**src/rtl/madd_eval_pkg.sv**
```systemverilog
// madd_eval_pkg: shared FSM state type and width helpers for the madd sweep evaluator
// Contents: state_t (IDLE/RUN/DRAIN/FIN), sum_w() = N_OUT+N_IN, cnt_w() = N_IN+1
package madd_eval_pkg;
    typedef enum logic [1:0] {IDLE, RUN, DRAIN, FIN} state_t;

    function automatic int sum_w(input int n_in, input int n_out);
        return n_out + n_in;
    endfunction

    function automatic int cnt_w(input int n_in);
        return n_in + 1;
    endfunction
endpackage

```
**src/rtl/madd_et_sweep_ctrl_if.sv**
```systemverilog
// madd_et_sweep_ctrl_if: stimulus/result bus between the sweep controller and the madd netlists
// Signals: vec_o (stimulus to both netlists), exact_i / approx_i (their results)
// Modports: master = controller side, slave = netlist side
interface madd_et_sweep_ctrl_if #(
    parameter int N_IN  = 6,
    parameter int N_OUT = 4
) ();
    logic [N_IN-1:0]  vec_o;
    logic [N_OUT-1:0] exact_i;
    logic [N_OUT-1:0] approx_i;

    modport master (output vec_o, input exact_i, input approx_i);
    modport slave  (input vec_o, output exact_i, output approx_i);
endinterface

```
**src/rtl/madd_err_accum.sv**
```systemverilog
// madd_err_accum: absolute-error statistics over the sampled sweep vectors
// Ports: clk, rst_n (async active-low); clear (sync restart of statistics);
//   sample_valid/sample_vec/exact/approx (one sampled vector);
//   sample_bad (current sample exceeds ET); max_err, err_sum, fail_count, first_fail_vec
module madd_err_accum
    import madd_eval_pkg::*;
#(
    parameter int N_IN  = 6,
    parameter int N_OUT = 4,
    parameter int ET    = 5
) (
    input  logic                          clk,
    input  logic                          rst_n,
    input  logic                          clear,
    input  logic                          sample_valid,
    input  logic [N_IN-1:0]               sample_vec,
    input  logic [N_OUT-1:0]              exact,
    input  logic [N_OUT-1:0]              approx,
    output logic                          sample_bad,
    output logic [N_OUT-1:0]              max_err,
    output logic [sum_w(N_IN, N_OUT)-1:0] err_sum,
    output logic [cnt_w(N_IN)-1:0]        fail_count,
    output logic [N_IN-1:0]               first_fail_vec
);
    localparam int SUM_W = sum_w(N_IN, N_OUT);
    localparam int CNT_W = cnt_w(N_IN);

    logic [N_OUT-1:0] e;

    assign e = exact >= approx ? exact - approx : approx - exact;
    // compared at int width so an ET beyond the output range simply never trips
    assign sample_bad = int'(e) > ET;

    always_ff @(posedge clk or negedge rst_n) begin
        if (!rst_n) begin
            max_err        <= '0;
            err_sum        <= '0;
            fail_count     <= '0;
            first_fail_vec <= '0;
        end else if (clear) begin
            max_err        <= '0;
            err_sum        <= '0;
            fail_count     <= '0;
            first_fail_vec <= '0;
        end else if (sample_valid) begin
            if (e > max_err) max_err <= e;
            err_sum <= err_sum + SUM_W'(e);
            if (sample_bad) begin
                fail_count <= fail_count + CNT_W'(1);
                if (fail_count == '0) first_fail_vec <= sample_vec;
            end
        end
    end
endmodule

```
**src/rtl/madd_et_sweep_ctrl.sv**
```systemverilog
// madd_et_sweep_ctrl: exhaustive error sweep of an approximate madd against its exact reference
// Ports: clk, rst_n (async active-low); start, abort, stop_on_fail (control);
//   dut (master): vec_o to both netlists, exact_i/approx_i back, results LAT cycles after vec_o;
//   busy, done, aborted (status); max_err, err_sum, fail_count, fail, first_fail_vec (statistics)
module madd_et_sweep_ctrl
    import madd_eval_pkg::*;
#(
    parameter int N_IN  = 6,
    parameter int N_OUT = 4,
    parameter int ET    = 5,
    parameter int LAT   = 0
) (
    input  logic                          clk,
    input  logic                          rst_n,
    input  logic                          start,
    input  logic                          abort,
    input  logic                          stop_on_fail,
    madd_et_sweep_ctrl_if.master          dut,
    output logic                          busy,
    output logic                          done,
    output logic                          aborted,
    output logic [N_OUT-1:0]              max_err,
    output logic [sum_w(N_IN, N_OUT)-1:0] err_sum,
    output logic [cnt_w(N_IN)-1:0]        fail_count,
    output logic                          fail,
    output logic [N_IN-1:0]               first_fail_vec
);
    localparam logic [N_IN-1:0] LAST = '1;

    state_t          st, nxt;
    logic [N_IN-1:0] vec_q;
    logic            stop_q, abort_q;
    logic            issue, clear, halt, flush, pipe_more;
    logic            smp_v, smp_bad;
    logic [N_IN-1:0] smp_vec;

    assign issue     = st == RUN;
    assign busy      = st == RUN || st == DRAIN;
    assign done      = st == FIN;
    assign aborted   = done && abort_q;
    assign clear     = st == IDLE && start;
    assign halt      = stop_q && smp_v && smp_bad;
    // the sample on the stopping edge is still counted; everything behind it is dropped
    assign flush     = busy && (abort || halt);
    assign dut.vec_o = vec_q;
    assign fail      = fail_count != '0;

    generate
        if (LAT == 0) begin : g_nopipe
            assign smp_v     = issue;
            assign smp_vec   = vec_q;
            assign pipe_more = 1'b0;
        end else begin : g_pipe
            logic [LAT-1:0]  pv;
            logic [N_IN-1:0] pvec [LAT];
            assign smp_v     = pv[LAT-1];
            assign smp_vec   = pvec[LAT-1];
            // anything still in flight besides the entry being sampled now
            assign pipe_more = |(pv << 1);
            always_ff @(posedge clk or negedge rst_n) begin
                if (!rst_n) begin
                    pv <= '0;
                    for (int i = 0; i < LAT; i++) pvec[i] <= '0;
                end else begin
                    pv[0]   <= !flush && issue;
                    pvec[0] <= vec_q;
                    for (int i = 1; i < LAT; i++) begin
                        pv[i]   <= !flush && pv[i-1];
                        pvec[i] <= pvec[i-1];
                    end
                end
            end
        end
    endgenerate

    always_comb begin
        nxt = st;
        case (st)
            IDLE:    nxt = start ? RUN : IDLE;
            RUN:     nxt = flush ? FIN : (vec_q != LAST) ? RUN : (LAT == 0) ? FIN : DRAIN;
            DRAIN:   nxt = (flush || !pipe_more) ? FIN : DRAIN;
            default: nxt = IDLE;
        endcase
    end

    always_ff @(posedge clk or negedge rst_n) begin
        if (!rst_n) begin
            st      <= IDLE;
            vec_q   <= '0;
            stop_q  <= 1'b0;
            abort_q <= 1'b0;
        end else begin
            st <= nxt;
            if (clear) begin
                vec_q   <= '0;
                stop_q  <= stop_on_fail;
                abort_q <= 1'b0;
            end else begin
                if (issue && nxt == RUN) vec_q <= vec_q + N_IN'(1);
                if (busy && abort) abort_q <= 1'b1;
            end
        end
    end

    madd_err_accum #(.N_IN(N_IN), .N_OUT(N_OUT), .ET(ET)) u_accum (
        .clk           (clk),
        .rst_n         (rst_n),
        .clear         (clear),
        .sample_valid  (smp_v),
        .sample_vec    (smp_vec),
        .exact         (dut.exact_i),
        .approx        (dut.approx_i),
        .sample_bad    (smp_bad),
        .max_err       (max_err),
        .err_sum       (err_sum),
        .fail_count    (fail_count),
        .first_fail_vec(first_fail_vec)
    );
endmodule

```
**src/flat_wrapper.sv**
```systemverilog
// flat-port wrapper written by rule: the top's interface ports become plain ports
module madd_et_sweep_ctrl_flat import madd_eval_pkg::*;
#(
    parameter int N_IN  = 6,
    parameter int N_OUT = 4,
    parameter int ET    = 5,
    parameter int LAT   = 0
)
  (clk, rst_n, start, abort, stop_on_fail, busy, done, aborted, max_err, err_sum, fail_count, fail, first_fail_vec, dut_vec_o, dut_exact_i, dut_approx_i);
  madd_et_sweep_ctrl_if #(.N_IN(N_IN), .N_OUT(N_OUT)) dut_i ();
  input  logic clk;
  input  logic rst_n;
  input  logic start;
  input  logic abort;
  input  logic stop_on_fail;
  output logic busy;
  output logic done;
  output logic aborted;
  output logic [N_OUT-1:0] max_err;
  output logic [sum_w(N_IN, N_OUT)-1:0] err_sum;
  output logic [cnt_w(N_IN)-1:0] fail_count;
  output logic fail;
  output logic [N_IN-1:0] first_fail_vec;
  output wire logic [$bits(dut_i.vec_o)-1:0] dut_vec_o;
  input wire logic [$bits(dut_i.exact_i)-1:0] dut_exact_i;
  input wire logic [$bits(dut_i.approx_i)-1:0] dut_approx_i;
  assign dut_vec_o = dut_i.vec_o;
  assign dut_i.exact_i = dut_exact_i;
  assign dut_i.approx_i = dut_approx_i;
  madd_et_sweep_ctrl #(.N_IN(N_IN), .N_OUT(N_OUT), .ET(ET), .LAT(LAT)) u_core (.clk(clk), .rst_n(rst_n), .start(start), .abort(abort), .stop_on_fail(stop_on_fail), .dut(dut_i), .busy(busy), .done(done), .aborted(aborted), .max_err(max_err), .err_sum(err_sum), .fail_count(fail_count), .fail(fail), .first_fail_vec(first_fail_vec));
endmodule
```
**config.mk**
```make
export PLATFORM = sky130hd
export DESIGN_NAME = madd_et_sweep_ctrl_flat
export DESIGN_NICKNAME = d
export VERILOG_FILES = /design/src/rtl/madd_eval_pkg.sv /design/src/rtl/madd_et_sweep_ctrl_if.sv /design/src/rtl/madd_err_accum.sv /design/src/rtl/madd_et_sweep_ctrl.sv /design/src/flat_wrapper.sv
export SDC_FILE = /design/constraint.sdc
export NUM_CORES = 1
export LEC_CHECK = 0
export CAP_MARGIN = 30
export CORE_UTILIZATION = 35
export DETAILED_ROUTE_END_ITERATION = 6
export PLACE_DENSITY = 0.59
export SLEW_MARGIN = 20
export SYNTH_ARGS = -nofsm -noshare
export SYNTH_HDL_FRONTEND = slang
export SYNTH_SLANG_ARGS = --single-unit
```
**constraint.sdc**
```tcl
create_clock -name clk -period 5.2 [get_ports clk]
set_input_delay 1.3 -clock clk [delete_from_list [all_inputs] [get_ports clk]]
set_output_delay 1.3 -clock clk [all_outputs]
set_load 0.05 [all_outputs]
```
==> impl_metrics.tcl <==
set metrics [dict create \
    syn_area_um2 2530 \
    grt_pass1_vias 2069 \
    synth_top_cell_area_share_pct 36.6 \
    wirelength_um 5760 \
    grt_remaining_overflow 0 \
    finClkSkew_ns 0.0123 \
    worst_slack_ns 0.547 \
    core_um2 6910 \
    io_pins 50 \
    port_buffers 49 \
    worstPathMaxFanout 4 \
    wl_met1_um 2880 \
    synth_flop_cell "dfrtp_1" \
    pre_cts_slack_ns 0.228 \
    avgSynthCellArea_um2 8.98 \
    r2r_start "u_core.st[1]" \
    synth_edf_count 0 \
    rsz0062_at_grt "false" \
    detail-route-antenna-nets 0 \
    top_layer "met4" \
    drt_iter0_drc 96 \
    outcome "finished, final reports clean" \
    peakVddDrop_uv 305 \
    setup_viol 0 \
    crit_arrival_ns 4.86 \
    wl_met3_um 253 \
    htree_levels 2 \
    p_total_mw 1.80 \
    grtUsageTotal_pct 16.4 \
    fmax_mhz 215 \
    critPathLaunch "dut_approx_i[0]" \
    die_x_um 87.1 \
    worst_setup_path_start_kind "primary input" \
    dpl.hpwl_um 4170 \
    yosysTopAreaCell "dfrtp_1" \
    start_util_pct 36.7 \
    path_buf_inv 2 \
    cts_buffers 5 \
    drc 0 \
    r2r_end "u_core.dut.vec_o[5]" \
    cts_resized 0 \
    cap_viol_max_count 0 \
    syn_nets 317 \
    final_util_pct 47.0 \
    critPathTopFamily "compound AO/OA/AOI/OAI gates" \
    hold_class "reg -> reg" \
    reg2reg_depth 8 \
    antennaDiodeCount 0 \
    die_y_um 87.1 \
    syn_to_final_growth_pct 28.1 \
    cts_tree "done" \
    fin_crit_sh_pct 89.5 \
    nets 366 \
    leakagePower_nw 1.42 \
    viasPerCell 5.04 \
    ys_top_cells_by_area "dfrtp_1 (37%), ha_1 (9.9%), mux2i_1 (6.3%), nand2_1 (5.2%), o21ai_0 (4.7%)" \
    row_count 30 \
    period_minus_slack_ns 4.65 \
    cts_setup_buffers 0 \
    grt_pass1_wl_um 9830 \
    ys_async_sr_fraction_pct 100 \
    clock-sinks 37 \
    cp_slowest_stage_delay_ns 0.69 \
    grt_start_max_net_pins 38 \
    reg2reg_slack_ns 2.55 \
    dr_total_vias 2158 \
    yosysSeqAreaShare_pct 36.6 \
    slew_headroom_pct 46.3 \
    crit_chain "clkdlybuf4s50_1 > ha_1 > inv_1 > fa_1 > a211oi_2 > nor2_1 > a2111oi_2 > or2_2 > ha_1 > and3_1 > a211oi_1 > mux2i_1" \
    clockBufferDepth 2 \
    drive_above_1_share_pct 6.93 \
    path_clk_slew_ns 0.08 \
    yosys_register_bits 37 \
    crit_required_ns 5.41 \
    worstMarginPinSlew_ns 0.800 \
    setup_tns_ns 0 \
    crit_type "in -> reg" \
    hold_violations 0 \
    met2_length_um 2610 \
    crit_end "u_core.u_accum.max_err[0]" \
    cpMaxStageDelayCell "a211oi_1" \
    crit_path_end_kind "flop" \
    fillCellCount 707 \
    yosysUniqueCellTypes 50 \
    cp.depth 12 \
    synthCells 282 \
    report.final.slew_viol_count 0 \
    root_buffer "clkbuf_8" \
    ys_warn_count 0 \
    power_density_nw_per_um2 556 \
    antenna_found_initial 0 \
    clock_latency_ns 0.29 \
    cts_hold_buffers 0 \
    wl_per_cell_um 13.5 \
    crit_top_cell "ha_1" \
    gp_congestion 0.802 \
    fp.dieArea_um2 7580 \
    drtPass1Iterations 4 \
]
[cell usage in the layout (no fill, tap or decap), drive strengths merged, types with 5 or more instances in the layout]
cell type,netlist,final
a21oi,17,17
nand2,35,35
clkdlybuf4s50,0,48
buf,3,5
o21ai,25,25
inv,22,22
nand3,18,18
mux2i,16,16
dfrtp,37,37
or3,5,5
clkbuf,8,7
nor2,11,11
nand2b,7,7
and2,7,7
ha,20,20
[synth_stat cells (all sizes together), types with 2 or more instances]
cell	count
xnor2	3
ha	20
nand2	35
nor2b	2
and3	4
mux2i	16
nand3	18
nor2	11
o21ai	25
nand2b	7
o21a	3
and2	7
or3	5
o31ai	2
buf	3
a21oi	17
nand4	2
dfrtp	37
fa	2
a211oi	4
a2111o	3
xor2	4
clkbuf	8
o211ai	3
inv	22
[power breakdown]
part | total [mW] | switching, mW | internal [mW]
combinational | 1.07 | 0.686 | 0.389
clock | 0.266 | 0.109 | 0.157
sequential | 0.464 | 0.0916 | 0.372
[worst reg2reg max path, stage by stage, from the launching register on]
cell,delay [ns]
dfrtp_1,0.43
inv_1,0.10
ha_1,0.45
inv_1,0.22
nor3_1,0.29
nand2_1,0.08
or4_4,0.51
a2111o_1,0.43
o21ai_0,0.07
[layer usage]
metal / track usage, % / up-vias
met5: 0 / -
met4: 3.18 / 0
met3: 3.03 / 3
met2: 26.8 / 51
met1: 22.7 / 1017
li1: - / 1087
[final cells by class]
| type | instances | area, um2 | share of cell area [%] |
|---|---|---|---|
| flip-flops and latches | 37 | 926 | 28.5 |
| clock buffers | 7 | 86.3 | 2.66 |
| well taps | 96 | 120 | 3.70 |
| repair buffers | 53 | 528 | 16.3 |
| clock inverters | 1 | 30.0 | 0.926 |
| inverters | 22 | 82.6 | 2.55 |
| multi-input cells | 212 | 1470 | 45.4 |
[flip-flops by register name (all words and copies together), names as in the netlist]
signal	count
u_core.abort_q	1
u_core.dut.vec_o	6
u_core.st	2
u_core.stop_q	1
u_core.u_accum.err_sum	10
u_core.u_accum.fail_count	7
u_core.u_accum.first_fail_vec	6
u_core.u_accum.max_err	4
[cells by family after synthesis]
kind of cell,share of synthesized area [%]
AO/OA/AOI/OAI,18.2
XOR/XNOR,2.42
adder cells (fa/ha/maj),11.5
buffers and inverters,5.34
flip-flops,36.6
multiplexers,6.92
AND/OR/NAND/NOR,19.1
[per-stage QoR]
| stage | area [um2] | hold WS [ns] | std cells |
|---|---|---|---|
| floorplan | 2530 | 0.446 | 282 |
| global placement | 3110 | 0.468 | 419 |
| detailed placement | 3110 | 0.476 | 419 |
| CTS | 3220 | 0.494 | 427 |
| global route | 3240 | 0.519 | 428 |
| finish | 3240 | 0.495 | 428 |
[worst min path at each step]
stage               slack, ns             end  cells after the start           start
finish                   0.50   u_core.stop_q                      2   u_core.stop_q
global route             0.52  u_core.abort_q                      1  u_core.abort_q
CTS                      0.49  u_core.abort_q                      1  u_core.abort_q
detailed placement       0.48  u_core.abort_q                      1  u_core.abort_q
global placement         0.47   u_core.stop_q                      2   u_core.stop_q
floorplan                0.45   u_core.stop_q                      2   u_core.stop_q
(Power assumes the default switching activity.)
